### src/rtl/range_stat_pkg.sv
// Shared types and helpers for the mini-batch range/statistics accumulator.
package range_stat_pkg;

  typedef enum logic [1:0] {
    ST_IDLE  = 2'd0,
    ST_ACCUM = 2'd1,
    ST_DONE  = 2'd2
  } state_e;

  function automatic int acc_width(input int data_width, input int addr_width);
    return data_width + addr_width;
  endfunction

  // Working extremes start at the opposite end of the signed range so the first sample always wins.
  function automatic logic [63:0] max_init(input int data_width);
    return ~(64'd0) << (data_width - 1);
  endfunction

  function automatic logic [63:0] min_init(input int data_width);
    return ~max_init(data_width);
  endfunction

endpackage

### src/rtl/range_stat_lane.sv
// One channel of the batch datapath: running sum and extremes, plus the
// registered sum/max/min/range/mean captured when the last sample lands.
module range_stat_lane
  import range_stat_pkg::*;
#(
  parameter int DATA_WIDTH = 16,
  parameter int ADDR_WIDTH = 3,
  parameter int ACC_WIDTH  = acc_width(DATA_WIDTH, ADDR_WIDTH)
) (
  input  logic                  clk,
  input  logic                  rst_n,
  input  logic                  clear,
  input  logic                  accept,
  input  logic                  last,
  input  logic [DATA_WIDTH-1:0] x,
  output logic [ACC_WIDTH-1:0]  sum_out,
  output logic [DATA_WIDTH-1:0] max_out,
  output logic [DATA_WIDTH-1:0] min_out,
  output logic [DATA_WIDTH:0]   range_out,
  output logic [DATA_WIDTH-1:0] mean_out
);

  localparam logic [63:0] MAX_INIT_W = max_init(DATA_WIDTH);
  localparam logic [63:0] MIN_INIT_W = min_init(DATA_WIDTH);
  localparam logic signed [DATA_WIDTH-1:0] MAX_INIT = MAX_INIT_W[DATA_WIDTH-1:0];
  localparam logic signed [DATA_WIDTH-1:0] MIN_INIT = MIN_INIT_W[DATA_WIDTH-1:0];

  logic signed [DATA_WIDTH-1:0] x_s;
  logic signed [ACC_WIDTH-1:0]  acc_r;
  logic signed [DATA_WIDTH-1:0] max_r;
  logic signed [DATA_WIDTH-1:0] min_r;
  logic signed [ACC_WIDTH-1:0]  acc_nxt_s;
  logic signed [DATA_WIDTH-1:0] max_nxt_s;
  logic signed [DATA_WIDTH-1:0] min_nxt_s;
  logic [DATA_WIDTH:0]          range_nxt_s;
  logic [DATA_WIDTH-1:0]        mean_nxt_s;

  assign x_s = x;

  // Candidate values including the current sample.
  always_comb begin
    acc_nxt_s = acc_r + {{ADDR_WIDTH{x_s[DATA_WIDTH-1]}}, x_s};
    if (x_s > max_r) begin
      max_nxt_s = x_s;
    end else begin
      max_nxt_s = max_r;
    end
    if (x_s < min_r) begin
      min_nxt_s = x_s;
    end else begin
      min_nxt_s = min_r;
    end
    // One extra bit keeps full-scale range (max - min) from wrapping.
    range_nxt_s = {max_nxt_s[DATA_WIDTH-1], max_nxt_s} - {min_nxt_s[DATA_WIDTH-1], min_nxt_s};
    // Top DATA_WIDTH bits of the sum are exactly floor(sum / 2**ADDR_WIDTH).
    mean_nxt_s  = acc_nxt_s[ADDR_WIDTH +: DATA_WIDTH];
  end

  // Working registers and result capture; working state restarts as results are latched.
  always_ff @(posedge clk or negedge rst_n) begin
    if (!rst_n) begin
      acc_r     <= {ACC_WIDTH{1'b0}};
      max_r     <= MAX_INIT;
      min_r     <= MIN_INIT;
      sum_out   <= {ACC_WIDTH{1'b0}};
      max_out   <= {DATA_WIDTH{1'b0}};
      min_out   <= {DATA_WIDTH{1'b0}};
      range_out <= {(DATA_WIDTH+1){1'b0}};
      mean_out  <= {DATA_WIDTH{1'b0}};
    end else if (clear) begin
      acc_r     <= {ACC_WIDTH{1'b0}};
      max_r     <= MAX_INIT;
      min_r     <= MIN_INIT;
      sum_out   <= {ACC_WIDTH{1'b0}};
      max_out   <= {DATA_WIDTH{1'b0}};
      min_out   <= {DATA_WIDTH{1'b0}};
      range_out <= {(DATA_WIDTH+1){1'b0}};
      mean_out  <= {DATA_WIDTH{1'b0}};
    end else if (accept) begin
      if (last) begin
        sum_out   <= acc_nxt_s;
        max_out   <= max_nxt_s;
        min_out   <= min_nxt_s;
        range_out <= range_nxt_s;
        mean_out  <= mean_nxt_s;
        acc_r     <= {ACC_WIDTH{1'b0}};
        max_r     <= MAX_INIT;
        min_r     <= MIN_INIT;
      end else begin
        acc_r <= acc_nxt_s;
        max_r <= max_nxt_s;
        min_r <= min_nxt_s;
      end
    end
  end

endmodule

### src/rtl/range_stat_accum.sv
// Mini-batch statistics accumulator: NUM_CH lanes share one batch FSM and
// sample counter; results are held until the consumer takes them.
module range_stat_accum
  import range_stat_pkg::*;
#(
  parameter int DATA_WIDTH = 16,
  parameter int ADDR_WIDTH = 3,
  parameter int MINI_BATCH = 8,
  parameter int NUM_CH     = 4
) (
  input  logic                                    clk,
  input  logic                                    rst_n,
  input  logic                                    clear,
  input  logic                                    in_valid,
  output logic                                    in_ready,
  input  logic [NUM_CH*DATA_WIDTH-1:0]            x_in,
  output logic                                    out_valid,
  input  logic                                    out_ready,
  output logic [NUM_CH*(DATA_WIDTH+ADDR_WIDTH)-1:0] sum_out,
  output logic [NUM_CH*DATA_WIDTH-1:0]            max_out,
  output logic [NUM_CH*DATA_WIDTH-1:0]            min_out,
  output logic [NUM_CH*(DATA_WIDTH+1)-1:0]        range_out,
  output logic [NUM_CH*DATA_WIDTH-1:0]            mean_out
);

  localparam int ACC_WIDTH = acc_width(DATA_WIDTH, ADDR_WIDTH);
  localparam logic [ADDR_WIDTH-1:0] LAST_IDX = ADDR_WIDTH'(MINI_BATCH - 1);

  if (MINI_BATCH != (1 << ADDR_WIDTH)) begin : g_bad_batch
    $error("range_stat_accum: MINI_BATCH must equal 2**ADDR_WIDTH");
  end

  state_e                state_r;
  state_e                state_nxt_s;
  logic [ADDR_WIDTH-1:0] cnt_r;
  logic [ADDR_WIDTH-1:0] cnt_nxt_s;
  logic                  in_ready_r;
  logic                  out_valid_r;
  logic                  accept_s;
  logic                  last_s;

  assign accept_s  = in_valid && in_ready_r && !clear;
  assign last_s    = accept_s && (cnt_r == LAST_IDX);
  assign in_ready  = in_ready_r;
  assign out_valid = out_valid_r;

  // Batch FSM next state and sample count; clear overrides everything.
  always_comb begin
    state_nxt_s = state_r;
    cnt_nxt_s   = cnt_r;
    if (clear) begin
      state_nxt_s = ST_IDLE;
      cnt_nxt_s   = {ADDR_WIDTH{1'b0}};
    end else begin
      case (state_r)
        ST_IDLE, ST_ACCUM: begin
          if (accept_s) begin
            cnt_nxt_s = cnt_r + ADDR_WIDTH'(1);
            if (last_s) begin
              state_nxt_s = ST_DONE;
            end else begin
              state_nxt_s = ST_ACCUM;
            end
          end else begin
            state_nxt_s = state_r;
          end
        end
        ST_DONE: begin
          if (out_ready) begin
            state_nxt_s = ST_IDLE;
          end else begin
            state_nxt_s = ST_DONE;
          end
        end
        default: begin
          state_nxt_s = ST_IDLE;
          cnt_nxt_s   = {ADDR_WIDTH{1'b0}};
        end
      endcase
    end
  end

  // State, counter and registered handshake outputs.
  always_ff @(posedge clk or negedge rst_n) begin
    if (!rst_n) begin
      state_r     <= ST_IDLE;
      cnt_r       <= {ADDR_WIDTH{1'b0}};
      in_ready_r  <= 1'b1;
      out_valid_r <= 1'b0;
    end else begin
      state_r     <= state_nxt_s;
      cnt_r       <= cnt_nxt_s;
      in_ready_r  <= (state_nxt_s != ST_DONE);
      out_valid_r <= (state_nxt_s == ST_DONE);
    end
  end

  for (genvar c = 0; c < NUM_CH; c++) begin : g_lane
    range_stat_lane #(
      .DATA_WIDTH (DATA_WIDTH),
      .ADDR_WIDTH (ADDR_WIDTH),
      .ACC_WIDTH  (ACC_WIDTH)
    ) u_lane (
      .clk       (clk),
      .rst_n     (rst_n),
      .clear     (clear),
      .accept    (accept_s),
      .last      (last_s),
      .x         (x_in[c*DATA_WIDTH +: DATA_WIDTH]),
      .sum_out   (sum_out[c*ACC_WIDTH +: ACC_WIDTH]),
      .max_out   (max_out[c*DATA_WIDTH +: DATA_WIDTH]),
      .min_out   (min_out[c*DATA_WIDTH +: DATA_WIDTH]),
      .range_out (range_out[c*(DATA_WIDTH+1) +: (DATA_WIDTH+1)]),
      .mean_out  (mean_out[c*DATA_WIDTH +: DATA_WIDTH])
    );
  end

endmodule
### config.mk
export PLATFORM = sky130hd
export DESIGN_NAME = range_stat_accum
export DESIGN_NICKNAME = d
export VERILOG_FILES = /design/src/rtl/range_stat_pkg.sv /design/src/rtl/range_stat_lane.sv /design/src/rtl/range_stat_accum.sv
export SDC_FILE = /design/constraint.sdc
export NUM_CORES = 1
export LEC_CHECK = 0
export CORE_UTILIZATION = 37
export CTS_BUF_LIST = sky130_fd_sc_hd__clkbuf_8
export CTS_CLUSTER_DIAMETER = 100
export DETAILED_ROUTE_END_ITERATION = 10
export SLEW_MARGIN = 40
export SYNTH_ARGS = -nofsm -noshare
export SYNTH_HDL_FRONTEND = slang
export SYNTH_HIERARCHICAL = 1
export SYNTH_SLANG_ARGS = --single-unit
export TNS_END_PERCENT = 100
### constraint.sdc
create_clock -name clk -period 4.44 [get_ports clk]
set_input_delay 0.444 -clock clk [delete_from_list [all_inputs] [get_ports clk]]
set_output_delay 0.444 -clock clk [all_outputs]
set_load 0.005 [all_outputs]
==> reports/metrics.csv <==
stage,metric,value,unit
outcome,status,finished clean,
pwr,clkPwrFrac,31.0,%
cts,cts_buffer_depth,3,
floorplan,start_util,37.6,%
global_routing,grt_overflow,0,
drt,wirelength,97000,um
pwr,pwr-share-comb,33.0,%
yosys,synth_top_area_cell,dfrtp_1,
yosys,synth_edf_count,0,
worst_setup_path,slowest_delay,0.55,ns
floorplan,core,79400,um2
yosys,synth.avg_cell_area,10.0,um2
drt,wl_per_cell,20.2,um
timing,slew_violations,0,
yosys,ys_seq_area_share,40.8,%
cts,clockRootBuffer,clkbuf_8,
flow_run,maxCapViolations,0,
worst_setup_path,required,5.07,ns
pwr,p_per_area,372,nW/um2
global_routing,grt_use_total,23.2,%
pwr,finalPower,14700,uW
yosys,yosysWarnings,6,
cells_and_area,fin_nets,4003,
timing,relSlewSlack,44.8,%
worst_setup_path,r2r_cells,19,
timing,finClkSkew,0.0500,ns
worst_setup_path,rr_endpoint,g_lane[1].u_lane/range_out[14],
drt,ant_nets,0,
global_routing,grt_max_degree,108,
global_routing,antenna_found_initial,3,
worst_setup_path,critical_path_depth,19,
worst_setup_path,r2r_setup_slack,0.22,ns
drt,via_per_inst,5.36,
yosys,async_flop_share,100,%
yosys,synth-main-ff-cell,dfrtp_1,
floorplan,die_h,286,um
cells_and_area,nFillCells,7448,
worst_setup_path,r2r-start,g_lane[1].u_lane/min_r[6],
timing,setup_viol,0,
cts,h-tree-depth,3,
drt,vias,25700,
placed_design,dp.cells,4614,
cts,cts_buffers,90,
pwr,p_sw,4760,uW
yosys,synth_area_leaders,"dfrtp_1 35%, ha_1 11%, dfstp_2 5.7%",
worst_setup_path,crit_path_start,g_lane[1].u_lane/min_r[6],
pwr,vdd_drop_max,211,uV
hold_path,hp-class,input port to async pin,
worst_setup_path,crit_family,compound AO/OA/AOI/OAI gates,
worst_setup_path,cp-start-kind,register,
timing,post-route-period-util,95.1,%
placed_design,dp_hpwl,71500,um
cts,clock_latency,0.70,ns
floorplan,num_rows,103,
yosys,synth_cells,2970,
yosys,synth_top_cell_area_share,35.1,%
global_routing,grt_pass1_wl,150000,um
worst_setup_path,cp.arrival,4.85,ns
placed_design,portBuffers,406,
cells_and_area,area_growth,32.7,%
drt,drtPass1Iterations,5,
cells_and_area,fin_cells,4792,
yosys,ys_types,100,
drt,drtIter0Drc,1673,
global_routing,grt_pass1_vias,25100,
timing,finalCriticalPeriod,4.22,ns
cts,clk_pin_slew,0.06,ns
pwr,swShare,32.3,%
floorplan,die_area,81800,um2
pwr,p_int,9980,uW
cts,cts_sinks,483,
timing,hold_viol_final,0,
worst_setup_path,crit_type,register to register,
yosys,synth_area,29800,um2
pwr,seq_power_share,35.9,%
yosys,syn-num-nets,3309,
pwr,power.leakage,0.0186,uW
worst_setup_path,slowest_stage,dfstp_2,
worst_setup_path,crit_chain,inv_1 > ha_1 > and3_1 > a221o_1 > a221oi_1 > o21ai_1 > mux2i_4 > buf_12 > mux2_2 > ha_1 > inv_1 > fa_1 > a21oi_2 > o21ai_2 > nand4_1 > nand3_2 > a31oi_4 > or4_1 > nand3_1,
placed_design,gp_congestion,0.890,
timing,timing.setup.tns,0,ns
timing,tightest_slew,0.828,ns
cts,cts_tree,yes,
timing,fmax,0.237,GHz
yosys,synth.ff_latch_count,483,
worst_setup_path,end_kind,register,
floorplan,die_w,286,um
worst_setup_path,crit_path_max_fanout,5,
worst_setup_path,path_buf_inv,3,
floorplan,io_pins,407,
drt,drc,0,
cells_and_area,post_route_cells_drive_above_1_share,20.6,%
[power by group through the flow]
| stage | clock (uW) | sequential (uW) | combinational (uW) |
|---|---|---|---|
| 6_report | 4570 | 5290 | 4870 |
| 5_1_grt | 4910 | 5350 | 5310 |
| 4_1_cts | 4730 | 5300 | 4770 |
| 3_5_place_dp | 0 | 5360 | 4730 |
| 3_3_place_gp | 0 | 5360 | 4710 |
| 2_1_floorplan | 0 | 5280 | 2370 |
[sequential cells by signal (all words and copies together) (netlist names), 4 cells and up]
signal and count:
g_lane.u_lane/sum_out 72, g_lane.u_lane/max_out 64, g_lane.u_lane/min_r 64, g_lane.u_lane/range_out 68, g_lane.u_lane/mean_out 4, g_lane.u_lane/max_r 64, g_lane.u_lane/acc_r 76, g_lane.u_lane/min_out 64
[cell families after synthesis]
family / after synthesis / synth area share, %
flops: 483 / 40.8
xor+xnor: 107 / 3.28
fa+ha+maj: 270 / 11.5
mux: 134 / 5.06
buf+inv: 360 / 5.76
simple gates: 664 / 10.6
compound gates: 952 / 23.0
[how the worst max path moves through the flow]
stage,endpoint,slack [ns]
floorplan,g_lane[1].u_lane/range_out[13],0.07
global placement,g_lane[0].u_lane/range_out[14],-0.41
detailed placement,g_lane[1].u_lane/range_out[12],-0.46
CTS,g_lane[3].u_lane/range_out[14],0.02
global route,g_lane[2].u_lane/range_out[14],-0.06
finish,g_lane[1].u_lane/range_out[14],0.22
[what timing repair did]
action | in CTS | in global routing
pin swaps | 0 | 12
buffers inserted | 0 | 6
hold buffers | 1 | 0
endpoints found under the hold margin | 75 | 0
gates resized for setup | 5 | 68
endpoints found under the setup margin | 7 | 34
[cell usage after synthesis, types with 17 or more instances]
cell type,number
nor3_1,22
inv_1,163
buf_4,67
nand4_1,45
o21a_1,28
a32o_1,18
mux2_4,17
nor2_1,102
nand2b_1,38
nand3_1,56
dfstp_2,65
xor2_1,44
o31ai_1,33
a21oi_1,159
and3_1,19
mux2_2,57
mux2i_1,59
xnor2_1,60
ha_1,262
clkbuf_1,97
a211oi_1,26
a22o_1,190
dfrtp_1,418
o21ai_1,30
buf_2,18
nand2_1,293
o22a_1,45
a21o_1,60
o21ai_0,175
[per-layer routing]
layer / vias up / track usage, % / share of wire (%)
met5: - / 0 / 0
met4: 0 / 6.38 / 2.4
met3: 132 / 4.12 / 5.1
met2: 668 / 36.2 / 46
met1: 12600 / 33.0 / 47
li1: 12300 / - / -
[through the flow]
step	util (%)	cell area, um2	hold WS [ns]	worst slack [ns]
final	49.9	39600	0.245	0.220
after global routing	49.9	39600	0.202	-0.0564
after CTS	49.3	39200	0.360	0.0176
after detailed placement	46.9	37200	0.465	-0.457
after global placement	46.9	37200	0.462	-0.412
after floorplan	-	29800	0.148	0.0702
[cell usage in the layout, fill, tap and decap left out, drive strengths merged, types with 19 or more instances in the layout]
master	instances
ha	262
nor2	103
nand3	56
mux2	74
nor3	24
clkdlybuf4s50	404
dfrtp	418
o21ai	207
dfstp	65
and3	19
clkbuf	113
nand2	297
buf	394
a22o	190
xor2	44
o21a	28
a21oi	161
nand2b	38
nand4	46
inv	196
a211oi	28
a21o	60
mux2i	60
o22a	46
o31ai	35
xnor2	60
[area by class of cell]
type                            instances  area [um2]  share of cell area (%)
Clock buffer                          113        1560                    3.93
Timing Repair Buffer                  799        7230                    18.3
Multi-Input combinational cell       2127       16400                    41.3
Clock inverter                         55         354                   0.894
Inverter                              163         612                    1.55
Sequential cell                       483       12200                    30.7
Tap cell                             1050        1310                    3.32
Antenna cell                            2        5.00                  0.0126
Power figures use the tool's default switching activity.
